===== src/rtl/acc_bank_pkg.sv =====
// Shared opcodes, MAC FSM state encoding and sizing helper for the accumulator bank.
package acc_bank_pkg;

  localparam logic [2:0] OP_NOP  = 3'd0;
  localparam logic [2:0] OP_LOAD = 3'd1;
  localparam logic [2:0] OP_ADD  = 3'd2;
  localparam logic [2:0] OP_SUB  = 3'd3;
  localparam logic [2:0] OP_CLR  = 3'd4;
  localparam logic [2:0] OP_SHL  = 3'd5;
  localparam logic [2:0] OP_SHR  = 3'd6;
  localparam logic [2:0] OP_MAC  = 3'd7;

  typedef enum logic [1:0] {
    ST_IDLE = 2'd0,
    ST_BUSY = 2'd1,
    ST_WB   = 2'd2
  } mac_state_e;

  // Channel-select width; a single-channel bank still carries a 1-bit select.
  function automatic int sel_w(input int channels);
    return (channels > 1) ? $clog2(channels) : 1;
  endfunction

endpackage


===== src/rtl/acc_bank_mac.sv =====
// Sequential shift-and-add multiply-accumulate engine: one multiplier bit per cycle.
// state   | meaning
// IDLE    | waiting for start, operands latched on start
// BUSY    | WIDTH iterations of conditional add + multiplier shift
// WB      | result stable for one cycle, parent writes it back
module acc_bank_mac
  import acc_bank_pkg::*;
#(
  parameter int WIDTH = 8
) (
  input  logic             clk,
  input  logic             rst_n,
  input  logic             start,
  input  logic [WIDTH-1:0] mcand,
  input  logic [WIDTH-1:0] mplier,
  input  logic [WIDTH-1:0] acc_in,
  output logic [WIDTH-1:0] result,
  output logic             overflow,
  output logic             done,
  output logic             idle
);

  localparam int CNT_W = (WIDTH > 1) ? $clog2(WIDTH) : 1;
  localparam int PS_W  = 2 * WIDTH + 1;

  mac_state_e       state_q, state_d;
  logic [CNT_W-1:0] cnt_q, cnt_d;
  logic [WIDTH-1:0] mcand_q, mcand_d;
  logic [WIDTH-1:0] mplier_q, mplier_d;
  logic [PS_W-1:0]  psum_q, psum_d;
  logic [PS_W-1:0]  addend;

  always_ff @(posedge clk) begin
    if (!rst_n) begin
      state_q  <= ST_IDLE;
      cnt_q    <= '0;
      mcand_q  <= '0;
      mplier_q <= '0;
      psum_q   <= '0;
    end else begin
      state_q  <= state_d;
      cnt_q    <= cnt_d;
      mcand_q  <= mcand_d;
      mplier_q <= mplier_d;
      psum_q   <= psum_d;
    end
  end

  always_comb begin
    state_d  = state_q;
    cnt_d    = cnt_q;
    mcand_d  = mcand_q;
    mplier_d = mplier_q;
    psum_d   = psum_q;
    addend   = PS_W'(mcand_q) << cnt_q;
    case (state_q)
      ST_IDLE: begin
        if (start) begin
          mcand_d  = mcand;
          mplier_d = mplier;
          psum_d   = PS_W'(acc_in);
          cnt_d    = '0;
          state_d  = ST_BUSY;
        end
      end
      ST_BUSY: begin
        if (mplier_q[0]) psum_d = psum_q + addend;
        mplier_d = mplier_q >> 1;
        if (cnt_q == CNT_W'(WIDTH - 1)) state_d = ST_WB;
        else cnt_d = cnt_q + 1'b1;
      end
      ST_WB:   state_d = ST_IDLE;
      default: state_d = ST_IDLE;
    endcase
  end

  assign result   = psum_q[WIDTH-1:0];
  assign overflow = |psum_q[PS_W-1:WIDTH];
  assign done     = (state_q == ST_WB);
  assign idle     = (state_q == ST_IDLE);

endmodule


===== src/rtl/acc_bank.sv =====
// Bank of CHANNELS accumulators with a valid/ready command port, optional saturation,
// shared Z/C/N flags and a multi-cycle MAC engine.
module acc_bank
  import acc_bank_pkg::*;
#(
  parameter int WIDTH    = 8,
  parameter int CHANNELS = 4,
  parameter int SAT_EN   = 0
) (
  input  logic                        clk,
  input  logic                        rst_n,
  input  logic                        op_valid,
  output logic                        op_ready,
  input  logic [2:0]                  op_code,
  input  logic [sel_w(CHANNELS)-1:0]  op_sel,
  input  logic [WIDTH-1:0]            data_a,
  input  logic [WIDTH-1:0]            data_b,
  output logic [CHANNELS*WIDTH-1:0]   acc_out,
  output logic                        flag_z,
  output logic                        flag_c,
  output logic                        flag_n,
  output logic                        done
);

  localparam int              SEL_W  = sel_w(CHANNELS);
  localparam bit              SAT    = (SAT_EN != 0);
  localparam logic [SEL_W:0]  CH_LIM = (SEL_W + 1)'(CHANNELS);

  logic [WIDTH-1:0] acc_q [CHANNELS];
  logic [WIDTH-1:0] acc_d [CHANNELS];
  logic             z_q, z_d, c_q, c_d, n_q, n_d;
  logic             done_q, done_d;
  logic [SEL_W-1:0] sel_q, sel_d;

  logic             accept, sel_ok;
  logic [WIDTH-1:0] cur, res;
  logic [WIDTH:0]   sum, diff;
  logic             c_new, wr_en;
  logic [SEL_W-1:0] wr_sel;
  logic             mac_start, mac_ovf, mac_done, mac_idle;
  logic [WIDTH-1:0] mac_result;

  acc_bank_mac #(.WIDTH(WIDTH)) u_mac (
    .clk      (clk),
    .rst_n    (rst_n),
    .start    (mac_start),
    .mcand    (data_a),
    .mplier   (data_b),
    .acc_in   (cur),
    .result   (mac_result),
    .overflow (mac_ovf),
    .done     (mac_done),
    .idle     (mac_idle)
  );

  assign op_ready = mac_idle;
  assign accept   = op_valid && op_ready;
  assign sel_ok   = ({1'b0, op_sel} < CH_LIM);

  always_ff @(posedge clk) begin
    if (!rst_n) begin
      acc_q  <= '{default: '0};
      z_q    <= 1'b0;
      c_q    <= 1'b0;
      n_q    <= 1'b0;
      done_q <= 1'b0;
      sel_q  <= '0;
    end else begin
      acc_q  <= acc_d;
      z_q    <= z_d;
      c_q    <= c_d;
      n_q    <= n_d;
      done_q <= done_d;
      sel_q  <= sel_d;
    end
  end

  always_comb begin
    acc_d     = acc_q;
    z_d       = z_q;
    c_d       = c_q;
    n_d       = n_q;
    sel_d     = sel_q;
    done_d    = mac_done;
    mac_start = 1'b0;
    wr_en     = 1'b0;
    wr_sel    = op_sel;
    res       = '0;
    c_new     = 1'b0;
    cur       = '0;
    for (int i = 0; i < CHANNELS; i++) begin
      if (op_sel == SEL_W'(i)) cur = acc_q[i];
    end
    sum  = {1'b0, cur} + {1'b0, data_a};
    diff = {1'b0, cur} - {1'b0, data_a};

    // MAC writeback owns the write port; no command can be accepted in WB.
    if (mac_done) begin
      wr_en  = 1'b1;
      wr_sel = sel_q;
      c_new  = mac_ovf;
      res    = (SAT && mac_ovf) ? '1 : mac_result;
    end else if (accept && sel_ok) begin
      case (op_code)
        OP_NOP: ;
        OP_LOAD: begin
          wr_en = 1'b1;
          res   = data_a;
        end
        OP_ADD: begin
          wr_en = 1'b1;
          c_new = sum[WIDTH];
          res   = (SAT && sum[WIDTH]) ? '1 : sum[WIDTH-1:0];
        end
        OP_SUB: begin
          wr_en = 1'b1;
          c_new = diff[WIDTH];
          res   = (SAT && diff[WIDTH]) ? '0 : diff[WIDTH-1:0];
        end
        OP_CLR: wr_en = 1'b1;
        OP_SHL: begin
          wr_en = 1'b1;
          c_new = cur[WIDTH-1];
          res   = cur << 1;
        end
        OP_SHR: begin
          wr_en = 1'b1;
          c_new = cur[0];
          res   = cur >> 1;
        end
        OP_MAC: begin
          mac_start = 1'b1;
          sel_d     = op_sel;
        end
        default: ;
      endcase
    end

    if (wr_en) begin
      for (int i = 0; i < CHANNELS; i++) begin
        if (wr_sel == SEL_W'(i)) acc_d[i] = res;
      end
      z_d = (res == '0);
      c_d = c_new;
      n_d = res[WIDTH-1];
    end
  end

  for (genvar g = 0; g < CHANNELS; g++) begin : g_out
    assign acc_out[g*WIDTH +: WIDTH] = acc_q[g];
  end

  assign flag_z = z_q;
  assign flag_c = c_q;
  assign flag_n = n_q;
  assign done   = done_q;

endmodule


===== config.mk =====
export PLATFORM = sky130hd
export DESIGN_NAME = acc_bank
export DESIGN_NICKNAME = d
export VERILOG_FILES = /design/src/rtl/acc_bank_pkg.sv /design/src/rtl/acc_bank_mac.sv /design/src/rtl/acc_bank.sv
export SDC_FILE = /design/constraint.sdc
export NUM_CORES = 1
export LEC_CHECK = 0
export BUFFER_PORTS_ARGS = -buffer_cell sky130_fd_sc_hd__buf_2
export CORE_MARGIN = 10
export CORE_UTILIZATION = 54
export DETAILED_ROUTE_END_ITERATION = 7
export PLACE_DENSITY_LB_ADDON = 0.05
export SYNTH_ARGS = -nofsm -noshare
export SYNTH_HDL_FRONTEND = slang
export SYNTH_SLANG_ARGS = --single-unit

===== constraint.sdc =====
create_clock -name clk -period 3.1 [get_ports clk]
set_input_delay 0 -clock clk [delete_from_list [all_inputs] [get_ports clk]]
set_output_delay 0 -clock clk [all_outputs]
set_load 0.02 [all_outputs]

# Yosys cells after proc, flatten, opt, wreduce, memory -nomap -nowiden

Index checks and enable logic that the tools add are counted.
Widths: inputs -> output; s select.

Bitwise gates (word level): 1
Mux-type cells: 28
Add/sub/neg operators: 4
Eq/ne operators: 20
Shift-type cells: 1
Reductions and logical operators: 18

Operator list:

| cell               | number |
|---|---|
| $mux 8             | 7 |
| $pmux 8 s5         | 1 |
| $mux 17            | 2 |
| $pmux 17 s2        | 1 |
| $add 17x17->17     | 1 |
| $shl 8x3->17       | 1 |
| $pmux 8 s2         | 1 |
| $eq 3x3->1 const B | 5 |
| $reduce_and 2->1   | 7 |
| $eq 2x2->1 const B | 5 |
| $add 8x8->9        | 1 |
| $reduce_and 3->1   | 3 |
| $reduce_or 9->1    | 1 |
| $sub 8x8->9        | 1 |
| $logic_not 8->1    | 1 |
| $mux 1             | 8 |
| $eq 2x1->1 const B | 3 |
| $eq 3x2->1 const B | 2 |
| $logic_not 2->1    | 3 |
| $mux 2             | 3 |
| $mux 3             | 2 |
| $ne 2x1->1 const B | 3 |
| $pmux 3 s2         | 1 |
| $reduce_or 6->1    | 1 |
| 8 further kinds    | 8 |

Word-level logic and storage cells: 86
Output and inout port bits: 37
Flip-flop bits (word level): 76

# Longest topological paths before layout

Gate-level depths: netlist of the first run.

Word-level depth: 10
Depth in mapped cells: 14
Depth with buffers taken out: 13

# By module

From an unflattened synthesis of the first run, not the netlist that was laid out.

Cell total of the unflattened synthesis: 695
Area total of the unflattened synthesis: 5531.6 µm²

By module, submodules not included:

| module       | cells each | instances | area each (µm²) | seq. area each (µm²) |
|---|---|---|---|---|
| acc_bank     | 365        | 1         | 2975.4          | 760.7 |
| acc_bank_mac | 330        | 1         | 2556.2          | 760.7 |

# Worst setup path before layout of the first run

OpenSTA, ideal clock, no wires.

Path type: register to register
From: register u_mac.cnt_q[1]
To: register u_mac.psum_q[10]
Library setup time: 117 ps
Period minus slack after synthesis: 3095 ps
Required time: 2983 ps
Slack: 5 ps
Arrival time: 2978 ps
Cell stages (with the launch flop): 13
Path through: dfxtp_1 buf_1 mux2i_1 o21ai_0 and2_1 ha_1 nor2b_1 o31a_1 o41ai_2 or3_1 a21oi_1 or3_1 a32o_1

Longest elaborated chain between the ends: 4

RTL lines:

| what                   | RTL line           | text |
|---|---|---|
| from (decl)            | acc_bank_mac.sv:27 | `logic [CNT_W-1:0] cnt_q, cnt_d;` |
| from (signal assigned) | acc_bank_mac.sv:42 | `cnt_q <= cnt_d;` |
| $shl 8x3->17           | acc_bank_mac.sv:55 | `addend = PS_W'(mcand_q) << cnt_q;` |
| $add 17x17->17         | acc_bank_mac.sv:67 | `if (mplier_q[0]) psum_d = psum_q + addend;` |
| $mux 17                | acc_bank_mac.sv:67 |  |
| $pmux 17 s2            | acc_bank_mac.sv:56 | `case (state_q)` |
| to (signal assigned)   | acc_bank_mac.sv:45 | `psum_q <= psum_d;` |
| to (decl)              | acc_bank_mac.sv:30 | `logic [PS_W-1:0] psum_q, psum_d;` |

Every way passes these cells. The select of a mux whose other input is x is not followed.
A chain may end at the register's enable or synchronous reset.

# Worst setup path after layout of the first run

From: register acc_q (netlist bit acc_out[26])
To: register z_q (netlist: flag_z)

Longest elaborated chain between the ends: 6

RTL lines:

| what                                       | RTL line                       | text |
|---|---|---|
| from (decl)                                | acc_bank.sv:29                 | `logic [WIDTH-1:0] acc_q [CHANNELS];` |
| from (signal assigned)                     | acc_bank.sv:62                 | `acc_q <= '{default: '0};` |
| from (signal assigned)                     | acc_bank.sv:69                 | `acc_q <= acc_d;` |
| $mux 8 *                                   | acc_bank.sv:92                 | `if (op_sel == SEL_W'(i)) cur = acc_q[i];` |
| $sub 8x8->9 or $add 8x8->9 (tied branches) | acc_bank.sv:95, acc_bank.sv:94 |  |
| $pmux 8 s5 *                               | acc_bank.sv:104                | `case (op_code)` |
| $mux 8 *                                   | acc_bank.sv:103                | `end else if (accept && sel_ok) begin` |
| $mux 8 *                                   | acc_bank.sv:98                 | `if (mac_done) begin` |
| $logic_not 8->1 *                          | acc_bank.sv:143                | `z_d = (res == '0);` |
| to (signal assigned)                       | acc_bank.sv:70                 | `z_q <= z_d;` |
| to (decl)                                  | acc_bank.sv:31                 | `logic z_q, z_d, c_q, c_d, n_q, n_d;` |

Mark *: on every way between the ends. The rest lies on a longest branch, timed or not.

==> flow_summary.yaml, run 1 <==
run_status:
  outcome: "finished clean"
global_route:
  grt_max_degree: 48
  grt_pass1_wl_um: 26700
  grt.total_usage_pct: 22.4
  antenna_found_initial: 0
  grt_pass1_vias: 5170
  overflow: 0
place:
  post-place-ws_ns: -0.145
  port_buffers: 60
  gp_congestion: 0.962
  placed_area_sq_um: 5850
  dp_hpwl_um: 12600
synthesis:
  async_flop_share_pct: 0
  synth_top_area_cell: "dfxtp_1"
  ys_warn_count: 0
  synth.avg_cell_area_sq_um: 8.07
  synthTopCellsByCount: "81 x nor2_1, 76 x dfxtp_1, 65 x nand2_1, 45 x a21oi_1, 34 x ha_1"
  netlist-cell-type-count: 72
  synthesis.area_sq_um: 5360
  syn_nets: 725
  synth_flop_cell: "dfxtp_1"
  synth.top_cell.area_share_pct: 28.4
  synthCells: 664
  synth_area_leaders: "dfxtp_1 28%, ha_1 7.9%, mux2i_1 5.8%, nor2_1 5.7%, nand2_1 4.6%"
  yosysMostFrequentCell: "nor2_1"
  synth_edf_count: 0
  ys_seq_elements: 76
  seq_area_frac_synth_pct: 28.4
sta:
  final.min_clock_period_ns: 2.99
  fin_crit_sh_pct: 96.4
  finalSetupViolCount: 0
  rsz0062_at_grt: "true"
  skew_ns: 0.0120
  slew_violations: 0
  fmax_ghz: 0.335
  finalHoldViolCount: 0
  worst_pin_slew_ns: 0.847
  slew_headroom_pct: 43.4
  fin_ws_ns: 0.113
setup_path:
  crit_required_ns: 3.35
  cp_common_cell: "mux2i_2"
  path_cells: "mux2i_2, mux2i_2, ha_1, buf_4, nor3b_1, nor3_1, xnor2_1, o211ai_1, a22oi_1, nand4b_1, o41ai_2"
  r2r-start: "acc_out[26]"
  timing.rr.end: "flag_z"
  regToRegSetupSlack_ns: 0.11
  cp_slowest_cell: "dfxtp_1"
  critPathMaxFanout: 6
  cp-start-kind: "flip-flop"
  cpPeakStageDelay_ns: 0.39
  crit_start: "acc_out[26]"
  endpoint_kind: "flip-flop"
  critPathKind: "flip-flop to flip-flop"
  crit_path_end: "flag_z"
  crit_arrival_ns: 3.24
  reg2regPathDepth: 11
clock_network:
  clk_path_buf_depth: 2
  clock_latency_ns: 0.36
  clk_pin_slew_ns: 0.09
  cts_max_level: 3
  tritoncts: "yes"
  clock-sinks: 76
  cts_buffers: 9
  root_buffer: "clkbuf_8"
power:
  p_leak_nw: 2.51
  power_density_nw_per_um2: 372
  ir_drop_uv: 374
floorplanning:
  start_util_pct: 55.1
  die_y_um: 120
  ios: 61
  placementRows: 36
  core-area_sq_um: 9730
  die_w_um: 120
  dieArea_sq_um: 14300
final_layout:
  drive_gt1_share_pct: 22.2
  nNetsFinal: 804
  postLayoutCellArea_sq_um: 6400
  syn_to_final_growth_pct: 19.4
  antenna_cells: 0
  n_fill_cell: 854
drt:
  wire_per_inst_um: 18.7
  num_vias: 5342
  drt_iter0_drc: 495
  ant_nets: 0
  drt_pass1_iterations: 5
  drc: 0
  vias_per_cell: 6.06
  totalWireLength_um: 16400
min_path:
  hold_start: "rst_n"
  hp-class: "primary input to flip-flop"
  whs_path_depth: 3
job:
  cap_viol_max_count: 0
[cell families after synthesis]
kind of cell,Yosys count,share of synthesized area (%)
simple gates,235,20.6
fa+ha+maj,37,9.05
xor+xnor,13,2.12
flops,76,28.4
buf+inv,69,5.48
mux,42,8.73
compound gates,192,25.6
[worst min path at each step]
stage / endpoint / slack, ns
2_1_floorplan: u_mac.mcand_q[5] / 0.14
3_3_place_gp: u_mac.mplier_q[7] / 0.24
3_5_place_dp: u_mac.mplier_q[7] / 0.26
4_1_cts: flag_c / 0.002
5_1_grt: u_mac.psum_q[4] / 0.03
6_report: u_mac.psum_q[4] / 0.01
[flip-flops by register name (all words and copies together) (netlist names)]
register / count
done: 1
u_mac.state_q: 2
sel_q: 2
flag_z: 1
u_mac.psum_q: 17
flag_n: 1
u_mac.cnt_q: 3
u_mac.mcand_q: 8
flag_c: 1
acc_out: 32
u_mac.mplier_q: 8
[layout make-up]
class                           instances  area (sq um)  share of cell area [%]
Tap cell                              133           166                    2.60
Timing Repair Buffer                  108           704                    11.0
Clock buffer                            9           124                    1.94
Multi-Input combinational cell        519          3660                    57.2
Clock inverter                          7           106                    1.66
Inverter                               29           109                    1.70
Sequential cell                        76          1530                    23.9
[layout by cell type (no fill, tap or decap), drive strengths merged, types with 5 or more instances in the layout]
cell type    instances
a211oi              27
a21oi               50
a22o                 7
a22oi               12
a31oi                5
and2                 5
buf                 92
clkbuf               9
dfxtp               76
dlygate4sd3         16
ha                  34
inv                 33
mux2                 8
mux2i               31
nand2               65
nand2b               9
nand3               10
nor2                81
nor2b               10
nor3                23
o211ai               7
o21a                 5
o21ai               26
o22ai               10
o31ai                6
or3                  8
xnor2               12
[through the flow]
| step | total power, mW | instances | utilization (%) | hold WS, ns | TNS, ns |
|---|---|---|---|---|---|
| after floorplan | 1.33 | 664 | - | 0.136 | 0 |
| final | 2.38 | 881 | 65.8 | 0.0131 | 0 |
| after detailed placement | 1.46 | 844 | 60.1 | 0.256 | -0.527 |
| after CTS | 2.37 | 876 | 64.2 | 0.00222 | 0 |
| after global routing | 2.47 | 881 | 65.8 | 0.0278 | -0.106 |
| after global placement | 1.46 | 844 | 60.1 | 0.245 | 0 |
[report_power, final]
group	internal [mW]	total (mW)	switching (mW)
clock	0.469	0.894	0.425
sequential	1.00	1.03	0.0237
combinational	0.185	0.458	0.273
[routing by layer]
layer,track usage (%),up-vias,wire length (um)
met3,4.41,17,1040
li1,-,2584,-
met4,5.51,0,199
met5,0,-,0
met2,36.2,193,7670
met1,30.0,2548,7540
[worst max-delay path: cells and delay by family, from the launching register on]
| family | cells | cell delay (ns) |
|---|---|---|
| AO/OA/AOI/OAI | 3 | 0.79 |
| AND/OR/NAND/NOR | 3 | 0.56 |
| multiplexers | 2 | 0.43 |
| flip-flops | 1 | 0.39 |
| adder cells (fa/ha/maj) | 1 | 0.37 |
| buffers and inverters | 1 | 0.18 |
| XOR/XNOR | 1 | 0.14 |
[what timing repair did]
item | 4_1_cts | 5_1_grt
cloned | 0 | 0
resized for setup | 4 | 32
hold endpoints to repair | 16 | 0
hold buffers | 16 | 0
pin swaps | 0 | 11
buffers inserted | 0 | 5
setup endpoints to repair | 6 | 12
No activity file was read; power rests on OpenSTA's default activity.
==> run 2: changes to the inputs <==
--- a/config.mk
+++ b/config.mk
@@ -9,7 +9,8 @@
 export CORE_MARGIN = 10
 export CORE_UTILIZATION = 54
 export DETAILED_ROUTE_END_ITERATION = 7
-export PLACE_DENSITY_LB_ADDON = 0.05
+export PLACE_DENSITY = 0.77
 export SYNTH_ARGS = -nofsm -noshare
 export SYNTH_HDL_FRONTEND = slang
+export SYNTH_HIERARCHICAL = 1
 export SYNTH_SLANG_ARGS = --single-unit
==> flow_summary.yaml, run 2 <==
run_status:
  outcome: "finished clean"
final_layout:
  syn_to_final_growth_pct: 19.5
  antenna_cells: 0
  final_common_cell: "nand2_1"
  largest_register_ffs: 32
  instances_no_fill: 919
  drive_gt1_share_pct: 21.6
  nNetsFinal: 842
  post-route-util_pct: 67.0
  mostFrequentLayoutCells: "78 x nand2_1, 72 x dfxtp_1, 70 x nor2_1"
  postLayoutCellArea_sq_um: 6610
  n_fill_cell: 824
power:
  power_density_nw_per_um2: 336
  ir_drop_uv: 273
  p_leak_nw: 2.70
  power_mw: 2.22
synthesis:
  synth_area_leaders: "dfxtp_1 28%, ha_1 7.7%, mux2i_1 6.7%, a21oi_1 5.4%, nand2_1 5.3%"
  synth_edf_count: 0
  netlist-cell-type-count: 69
  synth.avg_cell_area_sq_um: 7.96
  seq_area_frac_synth_pct: 27.5
  synthTopCellsByCount: "78 x nand2_1, 76 x dfxtp_1, 70 x nor2_1, 60 x a21oi_1, 37 x mux2i_1"
  synthCells: 695
  synth_top_area_cell: "dfxtp_1"
  synth.top_cell.area_share_pct: 27.5
  ys_warn_count: 6
  synth_flop_cell: "dfxtp_1"
  syn_nets: 756
  ys_seq_elements: 76
  yosysMostFrequentCell: "nand2_1"
  synthesis.area_sq_um: 5530
  async_flop_share_pct: 0
drt:
  vias_per_cell: 6.13
  drc: 0
  drt_iter0_drc: 489
  dr.max_layer_used: "met4"
  met3_length_um: 1150
  drt_pass1_iterations: 5
  wire_per_inst_um: 18.7
  ant_nets: 0
  wl_met1_um: 7030
  num_vias: 5638
  totalWireLength_um: 17200
  dr_wl_met2_um: 8440
clock_network:
  root_buffer: "clkbuf_8"
  clock_latency_ns: 0.36
  tritoncts: "yes"
  clk_pin_slew_ns: 0.09
  cts_max_level: 3
  clock-sinks: 76
  clk_path_buf_depth: 2
  cts_buffers: 9
floorplanning:
  start_util_pct: 56.1
  ios: 61
  dieArea_sq_um: 14700
  die_w_um: 121
  core-area_sq_um: 9860
  die_y_um: 121
  placementRows: 36
setup_path:
  critPathKind: "flip-flop to flip-flop"
  endpoint_kind: "flip-flop"
  regToRegSetupSlack_ns: 0.03
  crit_arrival_ns: 3.37
  critPathMaxFanout: 3
  cp-start-kind: "flip-flop"
  r2r-start: "acc_out[16]"
  crit_required_ns: 3.40
  reg2regPathDepth: 12
  timing.rr.end: "flag_z"
place:
  placed_cells: 884
  gp_congestion: 0.994
  dp_hpwl_um: 12900
  port_buffers: 60
  placed_area_sq_um: 6150
min_path:
  hp-class: "primary input to flip-flop"
  hold_end: "u_mac/psum_q[3]"
  whs_path_depth: 3
  hold_start: "rst_n"
sta:
  final.min_clock_period_ns: 3.07
  skew_ns: 0.0162
  slew_violations: 0
  rsz0062_at_grt: "true"
  finalSetupViolCount: 0
  worst_pin_slew_ns: 1.09
  finalHoldViolCount: 0
  slew_headroom_pct: 27.2
  fmax_ghz: 0.326
  fin_crit_sh_pct: 98.9
job:
  cap_viol_max_count: 0
global_route:
  grt_pass1_vias: 5579
  overflow: 0
  grt_pass1_wl_um: 28200
  grt.total_usage_pct: 23.5
  grt_max_degree: 38
  antenna_found_initial: 0
[run 2: power breakdown]
part	total, mW	leakage [nW]	switching, mW	internal, mW
sequential	1.01	0.618	0.0190	0.995
clock	0.813	0.104	0.411	0.402
combinational	0.394	1.98	0.234	0.160
[run 2: cells by family after synthesis]
logic type,share of synthesized area (%)
DFF,27.5
adders and majority gates,8.78
and+or+nand+nor,20.5
xor gates and xnor gates,2.22
muxes,11.4
AOI/OAI and AO/OA,23.5
buffers and inverters,6.02
[run 2: worst max-delay path by stage]
stage / startpoint / endpoint / slack [ns] / cells after the start
after global placement: acc_out[24] / flag_z / 0.02 / 12
after detailed placement: acc_out[24] / flag_z / -0.09 / 12
after global routing: acc_out[11] / flag_z / -0.06 / 9
after floorplan: acc_out[24] / flag_z / -0.001 / 12
final: acc_out[16] / flag_z / 0.03 / 12
after CTS: acc_out[16] / flag_z / -0.03 / 12
[run 2: timing repair]
item / 4_1_cts / 5_1_grt
hold buffers: 16 / 0
setup buffers: 2 / 2
setup endpoints to repair: 1 / 8
gates resized for setup: 3 / 12
hold endpoints to repair: 16 / 0
pin swaps: 3 / 2
[run 2: worst max-delay path, cell delays in order (launching register included)]
cell and delay [ns]:
dfxtp_4 0.37, mux2i_4 0.08, mux2i_4 0.17, ha_2 0.22, inv_2 0.04, fa_2 0.34, or2_4 0.26, a221oi_4 0.27
mux2_4 0.33, a22oi_2 0.16, a32oi_2 0.13, or4b_4 0.50, o21ai_2 0.12
[run 2: layout make-up]
cell class	instances	area (sq um)	area share (%)
tap	133	166	2.52
multi-input combinational	544	3780	57.2
inverter	26	97.6	1.48
clock inverter	6	70.1	1.06
clock buffer	10	138	2.08
timing repair buffer	124	821	12.4
sequential	76	1540	23.3
[run 2: per-layer routing]
metal  track usage [%]  vias up
met5                 0        -
met4              10.8        0
met3              4.56       43
met2              40.2      267
met1              27.7     2644
li1                  -     2684
[run 2: metrics by stage]
stage	hold WS (ns)	TNS [ns]	setup WS (ns)
finish	0.0885	0	0.0334
global route	0.101	-0.0596	-0.0596
CTS	0.0649	-0.0266	-0.0266
detailed placement	0.246	-0.0942	-0.0942
global placement	0.255	0	0.0189
floorplan	0.127	-0.000964	-0.000964
